## config.mk

```make
export PLATFORM = sky130hd
export DESIGN_NAME = gam_pattern_feeder_flat
export DESIGN_NICKNAME = d
export VERILOG_FILES = /design/src/rtl/gam_pattern_feeder_if.sv /design/src/rtl/gam_pattern_feeder.sv /design/src/flat_wrapper.sv
export SDC_FILE = /design/constraint.sdc
export NUM_CORES = 1
export LEC_CHECK = 0
export ABC_AREA = 1
export BUFFER_PORTS_ARGS = -buffer_cell sky130_fd_sc_hd__buf_2
export CAP_MARGIN = 5
export CORE_MARGIN = 2
export CORE_UTILIZATION = 50
export CTS_BUF_LIST = sky130_fd_sc_hd__clkbuf_16
export CTS_CLUSTER_DIAMETER = 60
export CTS_CLUSTER_SIZE = 10
export DETAILED_ROUTE_END_ITERATION = 8
export PLACE_DENSITY = 0.66
export SLEW_MARGIN = 25
export SYNTH_ARGS = -nofsm -noshare
export SYNTH_HDL_FRONTEND = slang
export SYNTH_SLANG_ARGS = --single-unit
```

## constraint.sdc

```tcl
create_clock -name clk -period 6.5 [get_ports clk]
set_input_delay 0.65 -clock clk [delete_from_list [all_inputs] [get_ports clk]]
set_output_delay 0.65 -clock clk [all_outputs]
set_load 0.02 [all_outputs]
```

## src/rtl/gam_pattern_feeder_if.sv

```systemverilog
// Learning-handshake bundle between a pattern loader, the pattern feeder and
// the downstream Memory_Layer.
//
// Ports carried:
//   load_valid/load_ready/load_x/load_c/load_last : loader write channel
//   ready_wait                                     : READY(1)/WAIT(0) from Memory_Layer
//   x/c                                            : presented training pair
//   learning_done/presented_count/stall/err_zero_class : feeder status
//
// The slave modport is the feeder's view; master is the loader/consumer side.
interface gam_pattern_feeder_if #(
    parameter int NODE_W  = 32,
    parameter int CLASS_W = 32
);
    logic               load_valid;
    logic               load_ready;
    logic [NODE_W-1:0]  load_x;
    logic [CLASS_W-1:0] load_c;
    logic               load_last;
    logic               ready_wait;
    logic [NODE_W-1:0]  x;
    logic [CLASS_W-1:0] c;
    logic               learning_done;
    logic [15:0]        presented_count;
    logic               stall;
    logic               err_zero_class;

    modport slave (
        input  load_valid, load_x, load_c, load_last, ready_wait,
        output load_ready, x, c, learning_done, presented_count, stall,
               err_zero_class
    );

    modport master (
        output load_valid, load_x, load_c, load_last, ready_wait,
        input  load_ready, x, c, learning_done, presented_count, stall,
               err_zero_class
    );
endinterface

```

## src/rtl/gam_pattern_feeder.sv

```systemverilog
// Pattern feeder for the Memory_Layer learning handshake. Buffers (node, class,
// last) triples from a loader in a FIFO and presents one pair on x/c per
// WAIT->READY edge of ready_wait. Raises learning_done once the take following
// the last pair has been seen.
//
// Ports:
//   clk      : single clock, rising edge
//   reset_n  : asynchronous active-low reset; flushes FIFO and all outputs
//   bus      : gam_pattern_feeder_if.slave (loader channel, take input,
//              presented pair and status outputs)
//
// state   | meaning
// --------+-----------------------------------------------------------
// IDLE    | nothing presented yet since reset
// PRESENT | a pair is on x/c, waiting for the next take
// STALL   | a take arrived with the FIFO empty; pop on first entry
// DONE    | last pair consumed; outputs frozen until reset
module gam_pattern_feeder #(
    parameter int NODE_W  = 32,
    parameter int CLASS_W = 32,
    parameter int DEPTH   = 16
) (
    input  logic                  clk,
    input  logic                  reset_n,
    gam_pattern_feeder_if.slave   bus
);

    localparam int AW = $clog2(DEPTH);
    localparam int PW = AW + 1;
    localparam int EW = NODE_W + CLASS_W + 1;

    typedef enum logic [1:0] {
        S_IDLE,
        S_PRESENT,
        S_STALL,
        S_DONE
    } state_t;

    state_t state, state_nx;

    logic [EW-1:0]      mem [DEPTH];
    logic [PW-1:0]      wr_ptr, rd_ptr;
    logic               full, empty;
    logic               wr_en, zero_wr;
    logic               pop;
    logic               take;
    logic               ready_wait_q;

    logic [EW-1:0]      head;
    logic [NODE_W-1:0]  head_x;
    logic [CLASS_W-1:0] head_c;
    logic               head_last;

    logic [NODE_W-1:0]  x_q;
    logic [CLASS_W-1:0] c_q;
    logic               last_q;
    logic [15:0]        count_q;
    logic               stall_q;
    logic               done_q;
    logic               err_q;

    // ---------------- FIFO ----------------
    // Pointers carry one extra wrap bit to tell full from empty.
    assign full  = (wr_ptr[AW] != rd_ptr[AW]) &&
                   (wr_ptr[AW-1:0] == rd_ptr[AW-1:0]);
    assign empty = (wr_ptr == rd_ptr);

    assign bus.load_ready = !full;

    // A zero class is acknowledged on the handshake but never stored.
    assign wr_en   = bus.load_valid && !full && (bus.load_c != '0);
    assign zero_wr = bus.load_valid && !full && (bus.load_c == '0);

    always_ff @(posedge clk) begin
        if (wr_en) begin
            mem[wr_ptr[AW-1:0]] <= {bus.load_last, bus.load_c, bus.load_x};
        end
    end

    assign head      = mem[rd_ptr[AW-1:0]];
    assign head_x    = head[NODE_W-1:0];
    assign head_c    = head[NODE_W +: CLASS_W];
    assign head_last = head[EW-1];

    // ---------------- take detection ----------------
    // ready_wait_q resets to WAIT so a READY held through reset release
    // still yields exactly one take.
    assign take = bus.ready_wait && !ready_wait_q;

    // ---------------- FSM next state ----------------
    always_comb begin
        state_nx = state;
        pop      = 1'b0;
        case (state)
            S_IDLE: begin
                if (take) begin
                    if (!empty) begin
                        pop      = 1'b1;
                        state_nx = S_PRESENT;
                    end else begin
                        state_nx = S_STALL;
                    end
                end
            end
            S_PRESENT: begin
                if (take) begin
                    if (last_q) begin
                        state_nx = S_DONE;
                    end else if (!empty) begin
                        pop = 1'b1;
                    end else begin
                        state_nx = S_STALL;
                    end
                end
            end
            S_STALL: begin
                // Takes seen here are dropped; only data arrival matters.
                if (!empty) begin
                    pop      = 1'b1;
                    state_nx = S_PRESENT;
                end
            end
            S_DONE: begin
                state_nx = S_DONE;
            end
            default: begin
                state_nx = S_IDLE;
            end
        endcase
    end

    // ---------------- registers ----------------
    always_ff @(posedge clk or negedge reset_n) begin
        if (!reset_n) begin
            state        <= S_IDLE;
            ready_wait_q <= 1'b0;
            wr_ptr       <= '0;
            rd_ptr       <= '0;
            x_q          <= '0;
            c_q          <= '0;
            last_q       <= 1'b0;
            count_q      <= '0;
            stall_q      <= 1'b0;
            done_q       <= 1'b0;
            err_q        <= 1'b0;
        end else begin
            state        <= state_nx;
            ready_wait_q <= bus.ready_wait;
            stall_q      <= (state_nx == S_STALL);
            done_q       <= (state_nx == S_DONE);
            err_q        <= err_q | zero_wr;
            if (wr_en) begin
                wr_ptr <= wr_ptr + PW'(1);
            end
            if (pop) begin
                rd_ptr <= rd_ptr + PW'(1);
                x_q    <= head_x;
                c_q    <= head_c;
                last_q <= head_last;
                if (count_q != 16'hFFFF) begin
                    count_q <= count_q + 16'd1;
                end
            end
        end
    end

    assign bus.x               = x_q;
    assign bus.c               = c_q;
    assign bus.learning_done   = done_q;
    assign bus.presented_count = count_q;
    assign bus.stall           = stall_q;
    assign bus.err_zero_class  = err_q;

endmodule

```

## src/flat_wrapper.sv

```systemverilog
// flat-port wrapper written by rule: the top's interface ports become plain ports
module gam_pattern_feeder_flat 
#(
    parameter int NODE_W  = 32,
    parameter int CLASS_W = 32,
    parameter int DEPTH   = 16
)
  (clk, reset_n, bus_load_valid, bus_load_x, bus_load_c, bus_load_last, bus_ready_wait, bus_load_ready, bus_x, bus_c, bus_learning_done, bus_presented_count, bus_stall, bus_err_zero_class);
  gam_pattern_feeder_if #(.NODE_W(NODE_W), .CLASS_W(CLASS_W)) bus_i ();
  input  logic clk;
  input  logic reset_n;
  input wire logic [$bits(bus_i.load_valid)-1:0] bus_load_valid;
  input wire logic [$bits(bus_i.load_x)-1:0] bus_load_x;
  input wire logic [$bits(bus_i.load_c)-1:0] bus_load_c;
  input wire logic [$bits(bus_i.load_last)-1:0] bus_load_last;
  input wire logic [$bits(bus_i.ready_wait)-1:0] bus_ready_wait;
  output wire logic [$bits(bus_i.load_ready)-1:0] bus_load_ready;
  output wire logic [$bits(bus_i.x)-1:0] bus_x;
  output wire logic [$bits(bus_i.c)-1:0] bus_c;
  output wire logic [$bits(bus_i.learning_done)-1:0] bus_learning_done;
  output wire logic [$bits(bus_i.presented_count)-1:0] bus_presented_count;
  output wire logic [$bits(bus_i.stall)-1:0] bus_stall;
  output wire logic [$bits(bus_i.err_zero_class)-1:0] bus_err_zero_class;
  assign bus_i.load_valid = bus_load_valid;
  assign bus_i.load_x = bus_load_x;
  assign bus_i.load_c = bus_load_c;
  assign bus_i.load_last = bus_load_last;
  assign bus_i.ready_wait = bus_ready_wait;
  assign bus_load_ready = bus_i.load_ready;
  assign bus_x = bus_i.x;
  assign bus_c = bus_i.c;
  assign bus_learning_done = bus_i.learning_done;
  assign bus_presented_count = bus_i.presented_count;
  assign bus_stall = bus_i.stall;
  assign bus_err_zero_class = bus_i.err_zero_class;
  gam_pattern_feeder #(.NODE_W(NODE_W), .CLASS_W(CLASS_W), .DEPTH(DEPTH)) u_core (.clk(clk), .reset_n(reset_n), .bus(bus_i));
endmodule
```

==> results.toml, run 1 <==
[route]
drc = 0
vias = 29400
drt_iter0_markers = 2871
dr.pass1.iters = 5
avgViaCountPerCell = 5.63
drt-total-wl_um = 117000
wl_per_cell_um = 22.5
drtAntennaViolNets = 0

[placed_design]
place_ws_ps = 2150
dp_cells = 4984
port_buffers = 152
gp_congestion = 0.768
hpwl_um = 58500

[cts]
clk_pin_slew_ps = 50
cts_buffer_depth = 3
cts_sinks = 1137
cts_made_buffers = 134
clockRootBuffer = "clkbuf_16"
cts_tree = "done"
htreeDepth = 4
post_cts_resized = 0
insertion_delay_ps = 740

[worst_setup_path]
r2r-start = "u_core.rd_ptr[1]$_DFFE_PN0P_"
r2r_end = "u_core.mem[9][50]$_DFFE_PP_"
cp-end-kind = "flop"
crit_path_top_delay_cell = "nor2_4"
critPathMaxFanout = 131
worst_ep_arrival_time_ps = 4570
path_class = "flop to flop"
worstPathCellList = "inv_8 > nand2_1 > nand2_1 > nor2_2 > nand3b_1 > nand2_1 > nor2_4 > nand2_1 > nor2_4 > buf_12"
path_buf_inv = 2
startpoint_type = "flop"
cp.depth = 10
critPathTopFamily = "simple AND/OR/NAND/NOR gates"
worstPathRequired_ps = 6870
r2r_setup_slack_ps = 2310
startpoint = "u_core.rd_ptr[1]$_DFFE_PN0P_"
slowest_delay_ps = 830
cpMostUsedCell = "nand2_1"
ff2ff_path_depth = 10

[synth]
synth.area.mux_share_pct = 0
synth_seq_area_share_pct = 74.2
ys.warnings.count = 0
ys_types = 31
synth.most_common_cell = "nor2_1"
synth_cells = 3828
synthSimpleGateAreaFrac_pct = 15.0
synth_edf_count = 1040
synth_area_um2 = 45400
synthTopCellsByCount = "1153 x nor2_1, 1040 x edfxtp_1, 435 x nand2_1"
synth-adder-area-share_pct = 0.165
post-synth-top-area-fraction_pct = 68.8
ys.flop_type = "edfxtp_1"
synth_xor_area_share_pct = 0.367
synth-compound-area-share_pct = 7.69
ys_ff_latch = 1137
synth_area_leader_cell = "edfxtp_1"
synth_fp_nets = 3903
synth_top_family_by_area = "simple AND/OR/NAND/NOR gates"
synth-async-reset-ratio_pct = 8.53
synthTopCellsByArea = "edfxtp_1 69%, nor2_1 9.5%, dfrtp_1 5.3%"
avgSynthCellArea_um2 = 11.9

[timing]
fin_crit_sh_pct = 64.5
setup_viol = 0
tightest_slew_ps = 1060
finalMaxSlewViolations = 0
skew_ps = 29.1
hold_violations = 0
setup_ws_ps = 2310
fmax_mhz = 238
period_needed_ps = 4190
slew_headroom_pct = 29.5
rsz0062_at_grt = "false"
fin_setup_tns_ps = 0

[layout]
layoutNonFillerInstCount = 5218
synthToLayoutAreaGrowth_pct = 13.1
fin_nets = 4023
antenna_cells = 0
drive_above_1_share_pct = 9.95
nFillCells = 7333

[global_routing]
grt_pass1_wl_um = 177000
first_global_vias = 28300
antenna_found_initial = 3
grt_max_degree = 227
overflow = 0
track_usage_pct = 25.0

[floorplanning]
die-area_um2 = 93200
rows = 110
io_pins = 153
fp.coreArea_um2 = 90000
die_height_um = 305
start_util_pct = 50.4
die_w_um = 305

[min_path]
hold_depth = 1
hold_end = "u_core.ready_wait_q$_DFF_PN0_"
hp-start = "bus_ready_wait"
hp-class = "input pin to flop"

[pwr]
power_density_nw_per_um2 = 441
power_leakage_uw = 0.0184
ir_drop_uv = 411
p_total_uw = 22600

[run]
maxCapViolations = 0

[status]
outcome = "completed"
flip-flops by register name, summed over array words and instances, names as in the netlist:
name and flops:
u_core.ready_wait_q 1, u_core.state 2, u_core.wr_ptr 5, u_core.mem 1040
u_core.bus.x 32, u_core.rd_ptr 5, u_core.bus.presented_count 16, u_core.bus.learning_done 1
u_core.bus.c 32, u_core.bus.stall 1, u_core.bus.err_zero_class 1, u_core.last_q 1
layout by cell type, fill, tap and decap left out, types with 2 or more instances in the layout:
cell and count:
o21ai_1 362, inv_6 3, buf_4 39, nand2_1 435, nor2_2 4, xor2_1 11
inv_4 2, buf_12 12, clkinvlp_4 2, clkbuf_16 139, a21oi_1 66, buf_2 151
ha_1 6, inv_16 2, inv_2 5, clkinv_2 5, buf_16 4, dfrtp_1 94
nor3_1 3, inv_1 90, nor2_4 18, nor2_1 1136, dfrtp_4 3, o21ai_0 169
buf_6 2, edfxtp_1 1040, o211ai_1 66, clkinv_1 2, nand3_1 145, clkinv_8 4
xnor2_1 8, nand4_1 3
cells by family (layout without fill, tap and decap cells):
group	after synthesis	count (layout)
and+or+nand+nor	1750	1750
xor gates and xnor gates	19	19
DFF	1137	1137
buffers and inverters	252	466
adders and majority gates	6	6
AOI/OAI and AO/OA	664	664
worst max path at each step:
stage | to
floorplan | u_core.mem[0][0]$_DFFE_PP_
global placement | u_core.mem[3][21]$_DFFE_PP_
detailed placement | u_core.mem[9][25]$_DFFE_PP_
CTS | u_core.mem[9][40]$_DFFE_PP_
global route | u_core.mem[9][31]$_DFFE_PP_
finish | u_core.mem[9][50]$_DFFE_PP_
power breakdown:
group | switching [uW] | leakage (uW) | internal [uW]
combinational | 4710 | 0.00572 | 1970
sequential | 468 | 0.0105 | 8780
clock | 2860 | 0.00218 | 3840
total | 8030 | 0.0184 | 14600
cell type report:
cell class / count / area (um^2) / area share, %
clock buffers: 139 / 3480 / 6.78
clock inverters: 91 / 439 / 0.856
multi-input cells: 2439 / 10700 / 20.8
repair buffers: 210 / 1450 / 2.82
well taps: 1176 / 1470 / 2.87
flip-flops and latches: 1137 / 33700 / 65.6
inverters: 26 / 129 / 0.251
stage by stage:
| step | util [%] | area (um^2) | hold WS, ps |
|---|---|---|---|
| final | 57.0 | 51300 | 71.4 |
| after global routing | 57.0 | 51300 | 45.7 |
| after CTS | 56.9 | 51200 | 24.3 |
| after detailed placement | 52.5 | 47300 | 461 |
| after global placement | 52.4 | 47200 | 449 |
| after floorplan | - | 45400 | 354 |
timing repair:
| item | in CTS | in global routing |
|---|---|---|
| endpoints found under the hold margin | 1 | 0 |
| hold buffers | 1 | 0 |
| buffers inserted | 0 | 0 |
layer usage:
metal  up-vias  track usage (%)  routed length, um
met5         -                0                 45
li1      13600                -                  -
met3       197             4.39               8130
met4         6             7.97               2790
met1     14500             34.6              49100
met2      1127             40.8              57400
Note: power is estimated with default switching activity, not from simulation.
==> run 2: changes to the inputs <==
==> constraint.sdc (replaced) <==
create_clock -name clk -period 4.2 [get_ports clk]
set_input_delay 0.42 -clock clk [delete_from_list [all_inputs] [get_ports clk]]
set_output_delay 0.42 -clock clk [all_outputs]
set_load 0.02 [all_outputs]
==> run 2 against run 1 <==
Against the previous run: sequential power is 52% higher; critical path depth fell by 1; count of clock-buffer cells in the layout decreased by 3; global-route usage fell by 0.94 points; design area is 0.46% higher; worst setup slack got worse by 1200 ps; cell count rose by 0.52%; die area unchanged; non-clock buffer count increased by 16; sequential cell count stayed put; via count decreased by 0.30%.
==> results.toml, run 2 (synthesis results as in run 1) <==
[floorplanning]
rows = 110
start_util_pct = 50.4
die-area_um2 = 93200
die_height_um = 305
die_w_um = 305
fp.coreArea_um2 = 90000
io_pins = 153

[timing]
period_needed_ps = 3060
setup_viol = 0
finalMaxSlewViolations = 0
tightest_slew_ps = 1230
hold_violations = 0
slew_headroom_pct = 18.1
fmax_mhz = 327
fin_crit_sh_pct = 72.8
rsz0062_at_grt = "false"
skew_ps = 24.7

[route]
avgViaCountPerCell = 5.58
dr.pass1.iters = 6
drt-total-wl_um = 112000
vias = 29300
drtAntennaViolNets = 0
topRoutingLayerUsed = "met5"
drt_iter0_markers = 2941
wl_met1_um = 47100
wl_per_cell_um = 21.4
drc = 0
wl_met3_um = 6430
wl_met2_um = 55500

[layout]
largest_reg_flops = 1040
final_common_cell = "nor2_1"
layout_common_cells = "1136 x nor2_1, 1040 x edfxtp_1, 435 x nand2_1"
synthToLayoutAreaGrowth_pct = 13.6
finish.utilization_pct = 57.3
drive_above_1_share_pct = 10.2
nFillCells = 7314
fin_nets = 4039

[global_routing]
track_usage_pct = 24.1
first_global_vias = 28100
grt_max_degree = 202
antenna_found_initial = 2
grt_pass1_wl_um = 171000
overflow = 0

[cts]
insertion_delay_ps = 740
cts_buffer_depth = 3
postCtsSetupBuffers = 0
cts_tree = "done"
cts_made_buffers = 134
clk_pin_slew_ps = 50
cts_sinks = 1137
htreeDepth = 4
clockRootBuffer = "clkbuf_16"

[min_path]
hp-class = "input pin to flop"

[worst_setup_path]
cp-end-kind = "flop"
worstPathCellList = "inv_16 > buf_12 > buf_4 > o21ai_0 > nand2_1 > nand2_1 > nand2_1 > nor2_1 > a21oi_1"
startpoint_type = "flop"
crit_path_top_delay_cell = "buf_4"
worst_ep_arrival_time_ps = 3700
slowest_delay_ps = 720
cpMostUsedCell = "nand2_1"
path_class = "flop to flop"
worstPathRequired_ps = 4840
critPathMaxFanout = 196

[pwr]
power_leakage_uw = 0.0186
p_total_uw = 35100
power_density_nw_per_um2 = 680
ir_drop_uv = 678

[placed_design]
port_buffers = 152
gp_congestion = 0.773
hpwl_um = 59400

[run]
maxCapViolations = 0

[status]
outcome = "completed"
==> run 2: through the flow <==
step / hold slack, ps / instances / instance area (um^2) / setup TNS (ps) / setup WS [ps]
after global placement: 446 / 4999 / 47400 / 0 / 1220
final: 72.6 / 5245 / 51500 / 0 / 1140
after floorplan: 124 / 3828 / 45400 / -514500 / -495
after detailed placement: 463 / 4999 / 47400 / 0 / 1180
after global routing: 43.6 / 5245 / 51500 / 0 / 957
after CTS: 32.9 / 5243 / 51500 / 0 / 1160
==> run 2: area by class of cell <==
| type | count | area [um^2] | area share, % |
|---|---|---|---|
| diodes | 1 | 2.50 | 0.00486 |
| clock buffers | 136 | 3400 | 6.60 |
| clock inverters | 104 | 618 | 1.20 |
| inverters | 26 | 129 | 0.250 |
| multi-input cells | 2439 | 10700 | 20.7 |
| flip-flops and latches | 1137 | 33700 | 65.3 |
| well taps | 1176 | 1470 | 2.86 |
| repair buffers | 226 | 1580 | 3.06 |
==> run 2: worst max-delay path: cells and delay by family (launching register included) <==
kind | cells | cell delay, ps
DFF | 1 | 570
and+or+nand+nor | 4 | 290
buffers and inverters | 3 | 1520
AOI/OAI and AO/OA | 2 | 380
==> run 2: path summary, 6_finish.rpt <==
path                                                  endpoint                                start  depth (start not counted)  slack [ps]
min reg2reg                u_core.bus.err_zero_class$_DFF_PN0_  u_core.bus.err_zero_class$_DFF_PN0_                          2         460
max                               u_core.bus.c[10]$_DFFE_PN0P_         u_core.rd_ptr[0]$_DFFE_PN0P_                          9        1140
max in group asynchronous         u_core.bus.c[13]$_DFFE_PN0P_                              reset_n                          3        2920
min                                u_core.mem[3][10]$_DFFE_PP_                       bus_load_x[10]                          1          70
min in group asynchronous         u_core.bus.x[14]$_DFFE_PN0P_                              reset_n                          2         290
max reg2reg                       u_core.bus.c[10]$_DFFE_PN0P_         u_core.rd_ptr[0]$_DFFE_PN0P_                          9        1140
==> run 2: power breakdown <==
group          total (uW)  internal [uW]  switching [uW]  leakage, uW
sequential          14100          13600             536       0.0105
combinational       10500           3090            7380      0.00579
clock               10500           6000            4480      0.00226
total               35100          22700           12400       0.0186
==> run 2: timing repair <==
action | 4_1_cts | 5_1_grt
hold buffers | 4 | 0
gates resized for setup | 0 | 0
endpoints found under the hold margin | 62 | 0
==> run 2: per-layer routing <==
| metal | up-vias | track usage (%) |
|---|---|---|
| li1 | 13600 | - |
| met4 | 2 | 8.12 |
| met1 | 14500 | 32.7 |
| met5 | - | 0 |
| met3 | 194 | 3.63 |
| met2 | 934 | 40.1 |
